File: config.mk
export PLATFORM = sky130hd
export DESIGN_NAME = mul_arb_2req
export DESIGN_NICKNAME = d
export VERILOG_FILES = /design/src/rtl/mul_arb_pkg.sv /design/src/rtl/mul_arb_rr2.sv /design/src/rtl/mul_arb_2req.sv
export SDC_FILE = /design/constraint.sdc
export NUM_CORES = 1
export LEC_CHECK = 0
export ABC_AREA = 0
export BUFFER_PORTS_ARGS = -buffer_cell sky130_fd_sc_hd__buf_2
export CAP_MARGIN = 20
export CORE_ASPECT_RATIO = 0.6
export CORE_MARGIN = 2
export CORE_UTILIZATION = 55
export DETAILED_ROUTE_END_ITERATION = 8
export GPL_ROUTABILITY_DRIVEN = 0
export GPL_TIMING_DRIVEN = 0
export PLACE_DENSITY = 0.88
export SYNTH_ARGS = -nofsm -noshare
export SYNTH_HDL_FRONTEND = slang
export SYNTH_SLANG_ARGS = --single-unit
File: constraint.sdc
create_clock -name clk -period 7.2 [get_ports clk]
set_input_delay 1.08 -clock clk [delete_from_list [all_inputs] [get_ports clk]]
set_output_delay 1.08 -clock clk [all_outputs]
set_load 0.02 [all_outputs]
File: src/rtl/mul_arb_pkg.sv
// Shared types, sizing constants and the hidden-bit fraction multiplier for mul_arb_2req.
// Build option MUL_ARB_STATS_EN (used by mul_arb_2req) adds per-requester grant counters.
package mul_arb_pkg;

  localparam int N_REQ  = 2;
  localparam int OP_W   = 12;
  localparam int RES_W  = 12;
  localparam int FRAC_W = 5;
  localparam int CNT_W  = 16;

  typedef struct packed {
    logic              left_neg;
    logic              right_neg;
    logic [FRAC_W-1:0] left_frac;
    logic [FRAC_W-1:0] right_frac;
  } op_t;

  // Each operand is 1.frac (hidden one). The product lies in [1,4); when it
  // reaches 2 the result is shifted right one place and exp_augment is set.
  function automatic logic [RES_W-1:0] frac_mul(input op_t op);
    logic [FRAC_W:0]  w_ma;
    logic [FRAC_W:0]  w_mb;
    logic [11:0]      w_prod;
    logic             w_aug;
    logic [9:0]       w_frac;
    w_ma   = {1'b1, op.left_frac};
    w_mb   = {1'b1, op.right_frac};
    w_prod = {6'b0, w_ma} * {6'b0, w_mb};
    w_aug  = w_prod[11];
    w_frac = w_aug ? w_prod[10:1] : w_prod[9:0];
    return {op.left_neg ^ op.right_neg, w_aug, w_frac};
  endfunction

endpackage

File: src/rtl/mul_arb_rr2.sv
// Two-way round-robin picker: a lone requester wins, on contention the one
// that did not win last time (the one not equal to ptr) wins.
module mul_arb_rr2
  import mul_arb_pkg::*;
(
  input  logic [N_REQ-1:0] valid,
  input  logic             ptr,
  input  logic             enable,
  output logic [N_REQ-1:0] grant
);

  always_comb begin
    grant = '0;
    if (enable) begin
      case (valid)
        2'b01:   grant = 2'b01;
        2'b10:   grant = 2'b10;
        2'b11:   grant = ptr ? 2'b01 : 2'b10;
        default: grant = '0;
      endcase
    end
  end

endmodule

File: src/rtl/mul_arb_2req.sv
// Two requesters share one fraction multiplier through a 2-stage valid/ready pipeline.
// Define MUL_ARB_STATS_EN to add the saturating per-requester grant_cnt output.
module mul_arb_2req
  import mul_arb_pkg::*;
(
  input  logic                        clk,
  input  logic                        rst,
  input  logic [N_REQ-1:0]            req_valid,
  output logic [N_REQ-1:0]            req_ready,
  input  logic [N_REQ-1:0][OP_W-1:0]  req_op,
  output logic                        out_valid,
  input  logic                        out_ready,
  output logic [RES_W-1:0]            out_result,
  output logic                        out_tag,
  output logic                        busy
`ifdef MUL_ARB_STATS_EN
  ,
  output logic [N_REQ-1:0][CNT_W-1:0] grant_cnt
`endif
);

  logic             r_s1_valid;
  op_t              r_s1_op;
  logic             r_s1_tag;
  logic             r_s2_valid;
  logic [RES_W-1:0] r_s2_result;
  logic             r_s2_tag;
  logic             r_ptr;

  logic             w_advance;
  logic             w_s1_load;
  logic [N_REQ-1:0] w_grant;
  logic             w_accept;
  logic             w_idx;

  assign w_advance = !r_s2_valid || out_ready;
  assign w_s1_load = !r_s1_valid || w_advance;

  mul_arb_rr2 u_rr (
    .valid  (req_valid),
    .ptr    (r_ptr),
    .enable (w_s1_load),
    .grant  (w_grant)
  );

  assign w_accept = |w_grant;
  assign w_idx    = w_grant[1];

  always_ff @(posedge clk) begin
    if (rst) begin
      r_s1_valid  <= 1'b0;
      r_s1_op     <= '0;
      r_s1_tag    <= 1'b0;
      r_s2_valid  <= 1'b0;
      r_s2_result <= '0;
      r_s2_tag    <= 1'b0;
      r_ptr       <= 1'b1;
    end else begin
      if (w_advance) begin
        r_s2_valid <= r_s1_valid;
        if (r_s1_valid) begin
          r_s2_result <= frac_mul(r_s1_op);
          r_s2_tag    <= r_s1_tag;
        end
      end
      if (w_s1_load) begin
        r_s1_valid <= w_accept;
        if (w_accept) begin
          r_s1_op  <= op_t'(req_op[w_idx]);
          r_s1_tag <= w_idx;
          r_ptr    <= w_idx;
        end
      end
    end
  end

  assign req_ready  = w_grant;
  assign out_valid  = r_s2_valid;
  assign out_result = r_s2_result;
  assign out_tag    = r_s2_tag;
  assign busy       = r_s1_valid || r_s2_valid;

`ifdef MUL_ARB_STATS_EN
  logic [N_REQ-1:0][CNT_W-1:0] r_grant_cnt;

  always_ff @(posedge clk) begin
    if (rst) begin
      r_grant_cnt <= '0;
    end else begin
      for (int i = 0; i < N_REQ; i++) begin
        if (w_grant[i] && (r_grant_cnt[i] != {CNT_W{1'b1}})) begin
          r_grant_cnt[i] <= r_grant_cnt[i] + 1'b1;
        end
      end
    end
  end

  assign grant_cnt = r_grant_cnt;
`endif

endmodule
# Word-level counts from Yosys, hierarchy flattened
# Cells that the tools add are included.
# word_totals
rom_bits	0
register_bits	29
input_bits	29
latchBits	0
out_inout_bits	17
ram_bits	0
word_cells	30
n_memories	0
# classes
mul	1
bitwise_logic	1
n_shift	0
addsub	0
muxes	6
magnitude_cmp	1
eq_ne	3
reduce_logical	8
n_div	0
# ops
cell	n
12-bit 2-to-1 mux	2
6-bit by 6-bit multiplier with 12-bit output	1
10-bit 2-to-1 mux	1
2-bit case mux with 3 select lines	1
2-bit equality test, second input constant	2
2-bit 2-to-1 mux	2
2-bit AND reduction	2
1-bit logical OR	3
2-bit by 1-bit equality test with 1-bit output, second input constant	1
1-bit zero test	2
1-bit by 2-bit < comparator with 1-bit output, second input constant	1
2-bit OR reduction	1
1-bit XOR	1

# Logic depth before layout (Yosys ltp)
# logic_depth
ltp_word	6
ltp_mapped	14
mapped_depth_nobuf	13

# Cells and area by module
# A second synthesis with hierarchy kept.
# hier_totals
hier_cells	261
area_unflattened_um2	2347.3
# by_module_without_submodules
mod	area_per_inst_um2	cells_each	seq_area_each_um2	instances
mul_arb_2req	2326.0	256	580.6	1
mul_arb_rr2	21.3	5	0.0	1

# Worst setup path before layout
# No wires, ideal clock.
# synth_timing
path_kind	reg2reg
start	register r_s1_op[7] (netlist name)
end	register r_s2_result[2] (netlist: out_result[2])
t_required_ns	7.097
path_buffers	1
t_arrival_ns	3.897
path_stages_with_launch	15
setup_ns	0.103
path_slack_ns	3.199
synth_period_minus_slack_ns	4.001
cell_sequence	dfxtp_1 -> nand2_1 -> fa_1 -> inv_1 -> fa_1 -> inv_1 -> fa_1 -> inv_1 -> ha_1 -> o21ai_0 -> nor4_2 -> or4_4 -> buf_6 -> and3_1 -> a2111oi_2
# synth_between
elab_chain_len	2
# synth_rtl
item	line	text
start: declaration	mul_arb_2req.sv:23	op_t r_s1_op;
start signal: assignment	mul_arb_2req.sv:69	r_s1_op <= op_t'(req_op[w_idx]);
6-bit by 6-bit multiplier with 12-bit output	mul_arb_pkg.sv:28	w_prod = {6'b0, w_ma} * {6'b0, w_mb};
10-bit 2-to-1 mux	mul_arb_pkg.sv:30	w_frac = w_aug ? w_prod[10:1] : w_prod[9:0];
end signal: assignment	mul_arb_2req.sv:62	r_s2_result <= frac_mul(r_s1_op);
end: declaration	mul_arb_2req.sv:26	logic [RES_W-1:0] r_s2_result;
# No other way between the ends.
# A chain may end at the register's enable or synchronous reset.

# Worst setup path in the final report
# layout_timing
start	register r_s1_op[7] (netlist name)
end	register r_s2_result[0] (netlist: out_result[0])
# Same word-level chain as after synthesis.

==> impl_summary.txt <==
----------------------------------------------------
[Logic synthesis]
  EDFF count, synth ... 0
  Register bit count reported by yosys ... 29
  Sequential element share of the synthesized area ... 24.4%
  Cell types with the largest area share after synthesis ... sky130_fd_sc_hd__dfxtp_1, sky130_fd_sc_hd__fa_1, sky130_fd_sc_hd__ha_1, sky130_fd_sc_hd__nor2_1, sky130_fd_sc_hd__mux2i_1
  Netlist Area Pre-Place ... 0.00238 mm2
  Proportion of register bits with asynchronous set or reset after synthesis ... 0%
  Proportion of netlist area held by the largest area contributor ... 24.4%
  Mean area per synthesized cell ... 8.83 um2
  Cell taking the most area after synthesis ... sky130_fd_sc_hd__dfxtp_1
  Number of instances in the synthesized netlist ... 269
  Number of synthesis warnings ... 0
  Dominant register cell in the synthesized netlist ... sky130_fd_sc_hd__dfxtp_1
  Net count after synthesis ... 334
  Number of distinct standard cells referenced by the synthesized netlist ... 49

[Timing]
  Time the worst path needs with I/O delays and setup ... 4.56 ns
  Unrepaired setup endpoints after global routing ... false
  Transition time of the tightest slew-check pin ... 0.854 ns
  Peak Freq ... 0.219 GHz
  Max-slew headroom at the worst pin ... 42.6%
  Final count of negative-setup-slack endpoints ... 0
  Final Cycle Share ... 63.3%
  Max-slew violation count ... 0
  Endpoints failing hold ... 0
  Fin Clk Skew ... 0.00719 ns
  Post-route setup TNS ... 0 ns

[Worst setup path]
  Crit Path Class ... reg2reg
  Critical path endpoint category ... register
  Crit path required time ... 7.37 ns
  Category of the worst setup path launch point ... register
  Stage delay of the slowest cell on the critical path ... 0.67 ns
  Total buffers and inverters traversed by the critical path ... 3
  Critical Path AT ... 4.73 ns
  Crit-path slowest cell ... sky130_fd_sc_hd__nor4_1
  Family with the most delay on the worst path ... adder cells
  Peak fanout along the critical path ... 7
  Cell Chain, Critical Path ... nand2_1 -> fa_1 -> inv_1 -> fa_1 -> inv_1 -> fa_1 -> inv_1 -> ha_1 -> o21ai_0 -> nor4_2 -> nor4_1 -> a2111oi_1 -> a2111oi_1

[Clock network]
  Clk Tree Root Cell ... sky130_fd_sc_hd__clkbuf_8
  Hold buffer count at cts ... 0
  Sink Count ... 29
  Quantity of gates resized following cts ... 0
  # H-tree levels ... 2
  CTS tree ... built
  Maximum count of clock buffers along a single path ... 2
  Worst-path clk slew ... 0.07 ns
  Clock buffers created by TritonCTS ... 5
  Setup Fix Bufs, Post-CTS ... 0
  Worst-skew pair later-pin latency ... 0.30 ns

[Cells and area]
  Diode count ... 0
  Share of cells above drive strength 1 ... 19.9%
  Total number of nets in the final design ... 385
  Fill cell total of the finished layout ... 364
  Multi-input logic area ... 0.00164 mm2
  Area Overhead vs Synth ... 16.1%
  Sequential cell area in the final layout ... 581 um2
  Top library cells by usage in the layout, fill and taps aside ... sky130_fd_sc_hd__buf_2, sky130_fd_sc_hd__nor2_1, sky130_fd_sc_hd__inv_1, sky130_fd_sc_hd__dfxtp_1, sky130_fd_sc_hd__ha_1
  Most common cell after layout, fill and taps aside ... sky130_fd_sc_hd__buf_2

[Power and ir drop]
  IR Drop Worst-Case VDD ... 0.0997 mV
  Power consumption ... 529 uW
  Switching power of the nets ... 206 uW
  Portion of total power attributed to the clock network ... 25.4%
  Power density normalized to cell area ... 192 mW/mm2
  Share of total power in sequential cells ... 36.7%
  Portion of total power attributed to combinational logic ... 37.9%
  Switching portion of total power ... 38.9%
  Internal power of the cells ... 323 uW
  Leakage ... 1.35 nW

[GRT]
  Global-route wire length before repair ... 8770 um
  Vias in the first global route ... 1865
  Initial antenna violation count ... 0
  Global routing usage summed across all routing layers ... 24.8%
  Overall overflow remaining after global route ... 0
  Pin count of the biggest net entering global routing ... 11

[Floorplanning]
  Top-level port count ... 46
  Number of standard-cell rows in the floorplan ... 18
  Die boundary height ... 54.9 um
  Core ar. ... 0.00412 mm2
  Floorplan die area ... 0.00488 mm2
  Die width ... 88.9 um
  Initial core utilization ... 57.7%

[Drt]
  Routed wire length ... 5720 um
  Drt first pass iters ... 4
  Number of antenna-violating nets in the routed design ... 0
  Number of vias after detailed routing ... 2121
  Number of DRC violations after detailed-routing iteration 0 ... 89
  Vias per Instance ... 5.57
  Remaining routing DRC violations ... 0
  Routed length per placed instance ... 15.0 um

[Place]
  Number of buffers inserted by port buffering ... 44
  Post-DP HPWL ... 4500 um

[Status]
  Result of the run ... finished, final reports clean

[Min path]
  Worst hold path type ... reg2reg

[Run]
  Max_cap viols ... 0

----------------------------------------------------
[metal layers]
layer  part of all wire [%]  vias up  global-route usage, %
li1                       -     1037                      -
met1                     47      992                   35.3
met2                     43       86                   37.3
met3                    9.3        6                   8.16
met4                   0.73        0                   4.55
met5                      0        -                      0
[Yosys cell counts (2+ instances only)]
cell type,n
sky130_fd_sc_hd__a21oi_1,9
sky130_fd_sc_hd__a211oi_1,13
sky130_fd_sc_hd__a2111oi_2,2
sky130_fd_sc_hd__fa_1,17
sky130_fd_sc_hd__xnor2_1,4
sky130_fd_sc_hd__nor3_1,3
sky130_fd_sc_hd__nand3_1,5
sky130_fd_sc_hd__xor2_1,2
sky130_fd_sc_hd__a21o_1,2
sky130_fd_sc_hd__mux2i_1,12
sky130_fd_sc_hd__dfxtp_1,29
sky130_fd_sc_hd__nand2_1,17
sky130_fd_sc_hd__and3_1,2
sky130_fd_sc_hd__nor2_1,34
sky130_fd_sc_hd__clkbuf_1,8
sky130_fd_sc_hd__a311oi_1,2
sky130_fd_sc_hd__inv_1,29
sky130_fd_sc_hd__o21bai_1,3
sky130_fd_sc_hd__nor4_1,3
sky130_fd_sc_hd__o21ai_0,6
sky130_fd_sc_hd__and2_1,14
sky130_fd_sc_hd__o2111ai_1,2
sky130_fd_sc_hd__ha_1,19
sky130_fd_sc_hd__a211o_1,2
sky130_fd_sc_hd__nor2b_1,2
sky130_fd_sc_hd__nand2b_1,2
sky130_fd_sc_hd__a2111oi_1,3
sky130_fd_sc_hd__or2_2,2
[tightest hold or removal path, delay by kind of cell, from the launching register on]
kind / cells / cell delay (ns)
and+or+nand+nor: 1 / 0.05
DFF: 1 / 0.31
AOI/OAI and AO/OA: 1 / 0.05
[kinds of logic after synthesis]
| group | synth area share [%] |
|---|---|
| AO/OA/AOI/OAI | 17.9 |
| XOR/XNOR | 2.21 |
| adder cells (fa/ha/maj) | 24.3 |
| buffers and inverters | 6.53 |
| flip-flops | 24.4 |
| multiplexers | 5.53 |
| AND/OR/NAND/NOR | 19.1 |
[worst paths after layout]
path	startpoint	end	slack [ns]	depth (start not counted)
hold reg to reg	r_s1_tag	out_tag	0.45	2
setup / recovery	r_s1_op[7]	out_result[0]	2.64	13
setup reg to reg	r_s1_op[7]	out_result[0]	2.64	13
hold / removal	r_s1_tag	out_tag	0.45	2
[through the flow]
stage	std cells	hold WS (ns)	util, %	area (um2)	setup slack, ns
after CTS	381	0.450	66.9	2760	2.71
final	381	0.452	66.9	2760	2.64
after global routing	381	0.469	66.9	2760	2.26
after detailed placement	373	0.448	64.8	2670	2.76
after global placement	373	0.442	64.8	2670	2.81
after floorplan	269	0.432	-	2380	3.20
[power groups by stage]
stage          Clock [mW]  Combinational (mW)  Sequential, mW
4_1_cts             0.135               0.200           0.194
3_5_place_dp            0               0.197           0.198
5_1_grt             0.141               0.223           0.197
3_3_place_gp            0               0.191           0.197
2_1_floorplan           0               0.137           0.202
6_report            0.135               0.200           0.194
[registers in the layout, summed over array words and instances (netlist names)]
| name | flops |
|---|---|
| out_result | 12 |
| out_tag | 1 |
| out_valid | 1 |
| r_ptr | 1 |
| r_s1_op | 12 |
| r_s1_tag | 1 |
| r_s1_valid | 1 |
[cell type report]
cell class              instances  share of cell area (%)
repair buffers                 44                    7.99
multi-input cells             201                    59.5
flip-flops and latches         29                    21.1
inverters                      29                    3.95
clock buffers                   5                    2.50
well taps                      60                    2.72
plain buffers                  10                    1.68
clock inverters                 3                   0.635
(Power assumes the default switching activity.)
